`src/rtl/board_store.sv`:
```
// board_store: 10x20 playfield store with a sequential line-clear engine.
// Ports:
//   CLOCK_50, reset                        clock, async active-high reset
//   board_rx/ry -> board_rdata             combinational read, out of range reads as wall (1)
//   board_we, board_wx/wy, board_wdata     single-cell write, accepted only while idle
//   clear_start -> clear_busy, clear_done  line-clear pass request and status
//   lines_cleared                          rows removed by the last pass
//   vga_x/vga_y -> vga_cell                registered display read, out of range reads 0
module board_store (
    input  logic       CLOCK_50,
    input  logic       reset,
    input  logic [3:0] board_rx,
    input  logic [4:0] board_ry,
    output logic       board_rdata,
    input  logic       board_we,
    input  logic [3:0] board_wx,
    input  logic [4:0] board_wy,
    input  logic       board_wdata,
    input  logic       clear_start,
    output logic       clear_busy,
    output logic       clear_done,
    output logic [4:0] lines_cleared,
    input  logic [3:0] vga_x,
    input  logic [4:0] vga_y,
    output logic       vga_cell
);
    localparam logic [1:0] IDLE = 2'd0, SCAN = 2'd1, SHIFT = 2'd2, DONE = 2'd3;
    logic [9:0] rows [20];
    logic [1:0] state;
    logic [4:0] r;
    logic       rd_in, wr_in, vga_in;
    assign rd_in       = board_rx < 4'd10 && board_ry < 5'd20;
    assign wr_in       = board_wx < 4'd10 && board_wy < 5'd20;
    assign vga_in      = vga_x < 4'd10 && vga_y < 5'd20;
    assign board_rdata = rd_in ? rows[board_ry][board_rx] : 1'b1;
    assign clear_busy  = state == SCAN || state == SHIFT;
    assign clear_done  = state == DONE;
    always_ff @(posedge CLOCK_50 or posedge reset) begin
        if (reset) begin
            for (int i = 0; i < 20; i++) rows[i] <= '0;
            state         <= IDLE;
            r             <= 5'd19;
            lines_cleared <= '0;
            vga_cell      <= 1'b0;
        end else begin
            vga_cell <= vga_in ? rows[vga_y][vga_x] : 1'b0;
            case (state)
                IDLE: begin
                    if (board_we && wr_in) rows[board_wy][board_wx] <= board_wdata;
                    if (clear_start) begin
                        state         <= SCAN;
                        r             <= 5'd19;
                        lines_cleared <= '0;
                    end
                end
                SCAN: begin
                    if (rows[r] == 10'h3FF) state <= SHIFT;
                    else if (r == 5'd0) state <= DONE;
                    else r <= r - 5'd1;
                end
                SHIFT: begin
                    // r stays put so the row that drops into it is tested next
                    for (int k = 1; k < 20; k++) if (5'(k) <= r) rows[k] <= rows[k-1];
                    rows[0]       <= '0;
                    lines_cleared <= lines_cleared + 5'd1;
                    state         <= SCAN;
                end
                default: state <= IDLE;
            endcase
        end
    end
endmodule

```
`config.mk`:
```
export PLATFORM = sky130hd
export DESIGN_NAME = board_store
export DESIGN_NICKNAME = d
export VERILOG_FILES = /design/src/rtl/board_store.sv
export SDC_FILE = /design/constraint.sdc
export NUM_CORES = 1
export LEC_CHECK = 0
export CAP_MARGIN = 20
export CORE_MARGIN = 3
export CORE_UTILIZATION = 49
export DETAILED_ROUTE_END_ITERATION = 16
export PLACE_DENSITY = 0.74
export SETUP_SLACK_MARGIN = 0.15
export SYNTH_ARGS = -nofsm -noshare
export SYNTH_HDL_FRONTEND = slang
export SYNTH_SLANG_ARGS = --single-unit
```
`constraint.sdc`:
```
create_clock -name CLOCK_50 -period 9.16 [get_ports CLOCK_50]
set_clock_uncertainty 0.05 [all_clocks]
set_input_delay 1.832 -clock CLOCK_50 [delete_from_list [all_inputs] [get_ports CLOCK_50]]
set_output_delay 1.832 -clock CLOCK_50 [all_outputs]
set_load 0.02 [all_outputs]
```
==> impl_metrics.prom <==
# TYPE chip_impl_metric gauge
chip_impl_metric{name="timing.final.max_slew_violations",unit=""} 0
chip_impl_metric{name="die-width",unit="um"} 194
chip_impl_metric{name="synth_largest_type_area_fraction",unit="%"} 30.4
chip_impl_metric{name="reg2reg_slack",unit="ns"} 4.75
chip_impl_metric{name="synth-seq-cells",unit=""} 213
chip_impl_metric{name="detail-route-antenna-nets",unit=""} 0
chip_impl_metric{name="internal_power",unit="mW"} 1.96
chip_impl_info{name="layout.cells.most_common_list",value="a21oi_1, o21ai_0, dfrtp_1"} 1
chip_impl_metric{name="dr.first_iter.drc_count",unit=""} 2959
chip_impl_metric{name="yosysWarningCount",unit=""} 0
chip_impl_info{name="worst_path_max_delay_cell",value="clkdlybuf4s50_1"} 1
chip_impl_metric{name="place_hpwl",unit="um"} 52500
chip_impl_info{name="post-synth-top-area-cell",value="dfrtp_1"} 1
chip_impl_info{name="layout.cells.most_common",value="a21oi_1"} 1
chip_impl_metric{name="cts_htree_levels",unit=""} 1
chip_impl_metric{name="place.gp.congestion",unit=""} 1.05
chip_impl_metric{name="slew_margin_rel",unit="%"} 22.7
chip_impl_info{name="timing.critical_path.max_delay_family",value="buffers and inverters"} 1
chip_impl_info{name="grt_setup_unrepaired",value="false"} 1
chip_impl_metric{name="combined_flip_flop_and_latch_cell_area",unit="um^2"} 5340
chip_impl_metric{name="final.setup.tns",unit="ns"} 0
chip_impl_metric{name="synth-seq-area-share",unit="%"} 30.9
chip_impl_metric{name="number_of_vias_per_cell",unit=""} 7.67
chip_impl_metric{name="count_of_port_buffers_added_during_placement",unit=""} 40
chip_impl_info{name="setup.worst_path.class",value="input pin to primary output"} 1
chip_impl_info{name="dominant_register_cell_in_the_synthesized_netlist",value="dfrtp_1"} 1
chip_impl_metric{name="max_cap_violations",unit=""} 0
chip_impl_metric{name="synth-edff-count",unit=""} 0
chip_impl_metric{name="fillerInstances",unit=""} 3102
chip_impl_metric{name="p_per_area",unit="nW/um^2"} 169
chip_impl_info{name="end_kind",value="primary output"} 1
chip_impl_metric{name="syn-mean-instance-area",unit="um^2"} 8.75
chip_impl_metric{name="synth.distinct_cells",unit=""} 72
chip_impl_metric{name="required",unit="ns"} 7.28
chip_impl_metric{name="fmax",unit="GHz"} 0.142
chip_impl_metric{name="switching_share",unit="%"} 37.2
chip_impl_metric{name="setup_viol",unit=""} 0
chip_impl_metric{name="async_flop_share",unit="%"} 100
chip_impl_metric{name="wl_per_cell",unit="um"} 32.3
chip_impl_metric{name="worst_margin_slew",unit="ns"} 1.16
chip_impl_metric{name="antenna_found_initial",unit=""} 3
chip_impl_metric{name="largest_net_degree_at_the_start_of_global_routing",unit=""} 104
chip_impl_metric{name="clk_pin_slew_worst_paths",unit="ns"} 0.06
chip_impl_metric{name="power.net_switching",unit="mW"} 1.16
chip_impl_metric{name="post-cts-setup-buffer-count",unit=""} 0
chip_impl_metric{name="syn_area",unit="um^2"} 17300
chip_impl_info{name="cts_tree",value="built"} 1
chip_impl_metric{name="area.growth.synth_to_final",unit="%"} 7.02
chip_impl_metric{name="clkSinkCount",unit=""} 213
chip_impl_metric{name="pwr-share-comb",unit="%"} 29.1
chip_impl_info{name="list_of_cells_traversed_by_the_critical_path",value="buf_2 -> buf_4 -> mux4_2 -> mux4_2 -> mux2i_1 -> o221ai_1 -> nand3_1 -> nand3_1 -> clkdlybuf4s50_1"} 1
chip_impl_metric{name="multiInputGateArea",unit="um^2"} 11100
chip_impl_metric{name="cts_buffers",unit=""} 26
chip_impl_metric{name="drt-total-wl",unit="um"} 76000
chip_impl_metric{name="final_layout_size_suffix_gt1_share",unit="%"} 12.0
chip_impl_metric{name="critical-path-max-stage-delay",unit="ns"} 0.56
chip_impl_metric{name="cp_num_buf_inv",unit=""} 3
chip_impl_metric{name="crit_arrival",unit="ns"} 5.14
chip_impl_metric{name="crit_path_max_fanout",unit=""} 26
chip_impl_metric{name="grt_pass1_wl",unit="um"} 111000
chip_impl_metric{name="p_seq_share",unit="%"} 36.6
chip_impl_metric{name="final_net_count",unit=""} 1925
chip_impl_metric{name="syn-num-nets",unit=""} 2017
chip_impl_metric{name="clock_power_share",unit="%"} 34.3
chip_impl_metric{name="longest_clk_path_bufs",unit=""} 3
chip_impl_metric{name="final_min_period_over_clock_period",unit="%"} 76.7
chip_impl_metric{name="holdBufCountCts",unit=""} 0
chip_impl_metric{name="post_cts_resized",unit=""} 0
chip_impl_metric{name="final.min_clock_period",unit="ns"} 7.02
chip_impl_metric{name="overflow",unit=""} 0
chip_impl_metric{name="vias",unit=""} 18059
chip_impl_metric{name="vdd.ir_drop.worst",unit="uV"} 301
chip_impl_metric{name="initial_utilization",unit="%"} 49.9
chip_impl_info{name="hp-class",value="register to register"} 1
chip_impl_info{name="synth_area_leaders",value="dfrtp_1, mux4_2, a21oi_1"} 1
chip_impl_metric{name="dieHeight",unit="um"} 194
chip_impl_metric{name="detail_route.drc_violations",unit=""} 0
chip_impl_metric{name="drtPass1Iterations",unit=""} 6
chip_impl_metric{name="clk_latency",unit="ns"} 0.56
chip_impl_metric{name="syn-instance-count",unit=""} 1974
chip_impl_metric{name="io_pins",unit=""} 41
chip_impl_metric{name="grt_pass1_vias",unit=""} 16676
chip_impl_metric{name="cellLeakagePower",unit="nW"} 6.82
chip_impl_metric{name="core_area",unit="um^2"} 34600
chip_impl_metric{name="final_hold_viol_count",unit=""} 0
chip_impl_info{name="worstSetupStartpointType",value="input pin"} 1
chip_impl_info{name="run_status",value="completed"} 1
chip_impl_metric{name="grt_util_all_layers",unit="%"} 39.1
chip_impl_metric{name="placementRows",unit=""} 68
chip_impl_info{name="clockRootBuffer",value="clkbuf_16"} 1
chip_impl_metric{name="final_core_utilization",unit="%"} 53.4
chip_impl_metric{name="dieArea",unit="um^2"} 37500
-- area by class of cell --
class / count / share of cell area, %
Antenna cell: 2 / 0.0271
Clock buffer: 40 / 4.14
Clock inverter: 5 / 0.447
Inverter: 10 / 0.244
Multi-Input combinational cell: 1559 / 59.8
Sequential cell: 213 / 28.9
Tap cell: 455 / 3.08
Timing Repair Buffer: 72 / 3.38
-- kinds of logic after synthesis --
kind of cell / share of synthesized area (%)
AO/OA/AOI/OAI: 27.2
AND/OR/NAND/NOR: 13.1
multiplexers: 22.6
flip-flops: 30.9
buffers and inverters: 5.45
adder cells (fa/ha/maj): 0.797
XOR/XNOR: 0.0507
-- worst register-to-register path, delay by kind of cell, from the launching register on --
family          cells  cell delay (ns)
simple gates        4             0.96
mux                 1             0.30
buf+inv             1             0.92
compound gates      4             0.92
flops               1             1.18
-- Yosys cell counts, drive strengths merged (14+ instances only) --
master  instances
nor2b          14
clkbuf        128
a22oi          20
mux2i         118
o21ai         270
a21oi         324
a221o          43
mux4          120
a21o           14
nor2          120
nor3           97
o22ai          87
dfrtp         210
nand2         170
buf            64
nand3          43
-- sequential cells by signal, indices dropped and copies added, names as in the netlist --
| name | cells |
|---|---|
| r | 5 |
| vga_cell | 1 |
| state | 2 |
| rows | 200 |
| lines_cleared | 5 |
-- per-layer routing --
layer	track usage (%)	vias up	wire, um	part of all wire [%]
met1	50.7	8822	27200	36
li1	-	7376	-	-
met2	58.5	1495	32600	43
met5	0	-	65	0.086
met4	24.2	4	6340	8.3
met3	10.3	362	9770	13
-- path summary, 6_finish.rpt --
kind / start / endpoint / cells after the start
max in group asynchronous: reset / rows[44]$_DFFE_PP0P_ / 3
max reg2reg: r[0]$_DFFE_PP1P_ / r[3]$_DFFE_PP0P_ / 10
min reg2reg: lines_cleared[0]$_DFFE_PP0P_ / lines_cleared[0]$_DFFE_PP0P_ / 1
max: board_ry[1] / board_rdata / 9
min: lines_cleared[0]$_DFFE_PP0P_ / lines_cleared[0]$_DFFE_PP0P_ / 1
min in group asynchronous: reset / rows[199]$_DFFE_PP0P_ / 2
-- stage by stage --
stage	cell area, um^2	setup slack (ns)	total power [mW]	hold slack [ns]	cells
floorplan	17300	1.46	1.80	0.466	1974
global placement	17600	2.24	2.01	0.481	2309
detailed placement	17600	2.23	2.03	0.495	2309
CTS	18500	2.22	3.08	0.503	2354
global route	18500	2.06	3.20	0.530	2354
finish	18500	2.14	3.12	0.501	2356
-- power by group through the flow --
stage | Sequential, mW | Clock, mW | Combinational (mW)
floorplan | 1.04 | 0 | 0.754
global placement | 1.15 | 0 | 0.863
detailed placement | 1.15 | 0 | 0.876
CTS | 1.13 | 1.07 | 0.879
global route | 1.14 | 1.10 | 0.954
finish | 1.14 | 1.07 | 0.908
Note: power is estimated with default switching activity, not from simulation.
==> edit, RTL diff (config.mk and constraints unchanged) <==
Make the reset (`reset`) synchronous in one clocked block. Comments in the files are not updated.
--- a/src/rtl/board_store.sv
+++ b/src/rtl/board_store.sv
@@ -37,3 +37,3 @@
     assign clear_done  = state == DONE;
-    always_ff @(posedge CLOCK_50 or posedge reset) begin
+    always_ff @(posedge CLOCK_50) begin
         if (reset) begin
Formal check against the unedited RTL: not equivalent (Yosys sat finds a counterexample within 4 cycles, from zero or initial values and one cycle with reset high; the reset may be asserted at any time).
==> edit against the unedited design <==
Cell area rose by 34%; die area is 29% higher; worst setup slack got worse by 210 ps; register-to-register slack got worse by 100 ps; first-iteration DRC count is 28% higher; hold slack worse by 11 ps; combinational power shrank 49%; power up 25%; area after synthesis is 30% higher; wire length rose by 8.4%; sequential cell count grew 125; critical path type unchanged.
==> edit: results <==
[cells_and_area]
drive_gt1_share_pct = 12.87
reg.largest.list = rows x320, lines_cleared x5, r x5
fillerInstances = 3853
fin_cells = 2799
antenna_cells = 0

[clock_tree]
cts-root-buf = clkbuf_16
h-tree-depth = 2
numCtsBuffers = 39

[power_and_ir_drop]
sequentialPowerShare_pct = 48.4
peakVddDrop_v = 0.0001619
power.internal_mw = 2.872
clkPwrFrac_pct = 39.8

[grt]
track_usage_pct = 33.88
grt_pass1_wl_um = 122800
grt_max_degree = 115
antenna_found_initial = 1
first_global_vias = 19171

[synth]
synth-main-ff-cell = edfxtp_1
synth_edf_count = 320
yosysSeqAreaShare_pct = 44.26
synthArstFlopShare_pct = 0
synth_area_leaders = edfxtp_1 (43%), mux4_2 (17%), o21ai_0 (6.2%)
yosysUniqueCellTypes = 68
netlist_instances = 2151
synth_common_cells = edfxtp_1 (320), nand2_1 (309), o21ai_0 (281)

[detailed_routing]
wl_per_cell_um = 29.43
drtPass1Iterations = 8
drt_iter0_drc = 3776

[min_path]
min_from = lines_cleared[4]
min_to = lines_cleared[4]
hold_depth = 2

[critical_path]
startpoint = board_ry[0]
crit_fanout = 49
cp_slowest_cell = buf_4
cp.arrival_ps = 5360
worst_r2r_path_depth = 9
cpPeakStageDelay_ps = 700

[placed_design]
dp_hpwl_um = 56760
dp.cells = 2725

[run_status]
outcome = complete, no violations
[edit: cell count changes in the layout (fill, tap and decap cells not counted), moves of 79 or more]
cell      before  now
dfrtp_1      210    0
nand2_1      170  309
edfxtp_1       0  320
nand3_1       43  156
o211ai_1       4  129
a21oi_1      324   43
conb_1         0  120
o22ai_1       86    7
[edit: cell families after synthesis]
group                      share of synthesized area [%]
muxes                                              18.92
AOI/OAI and AO/OA                                  15.19
other                                            0.01665
adders and majority gates                         0.6110
DFF                                                44.26
buffers and inverters                              4.060
and+or+nand+nor                                    16.94
[edit: layer usage]
metal / wire length [um] / global-route usage (%)
met1: 27700 / 43.65
met2: 34870 / 49.09
met3: 14120 / 13.32
met4: 5670 / 18.89
met5: 19 / 0
[edit: worst register-to-register path, delay by kind of cell, from the launching register on]
kind / cells / cell delay, ps
AO/OA/AOI/OAI: 2 / 750
buffers and inverters: 2 / 1520
flip-flops: 1 / 310
multiplexers: 1 / 360
AND/OR/NAND/NOR: 4 / 1420
[edit: through the flow]
stage          area [sq um]  setup slack (ps)  hold WS (ps)  util [%]
3_3_place_gp          23470              2009         456.9     52.39
3_5_place_dp          23470              1940         477.2     52.39
2_1_floorplan         22970              3299         480.6         -
4_1_cts               24730              1928         491.9     55.20
5_1_grt               24800              1725         515.0     55.35
6_report              24800              1922         489.8     55.35
[edit: area by class of cell]
cell class	count	area (sq um)	area share (%)
multi-input cells	1712	12120	48.89
inverters	17	63.81	0.2574
flip-flops and latches	338	9971	40.21
clock inverters	20	123.9	0.4996
repair buffers	69	640.6	2.584
clock buffers	51	1134	4.572
well taps	592	740.7	2.987
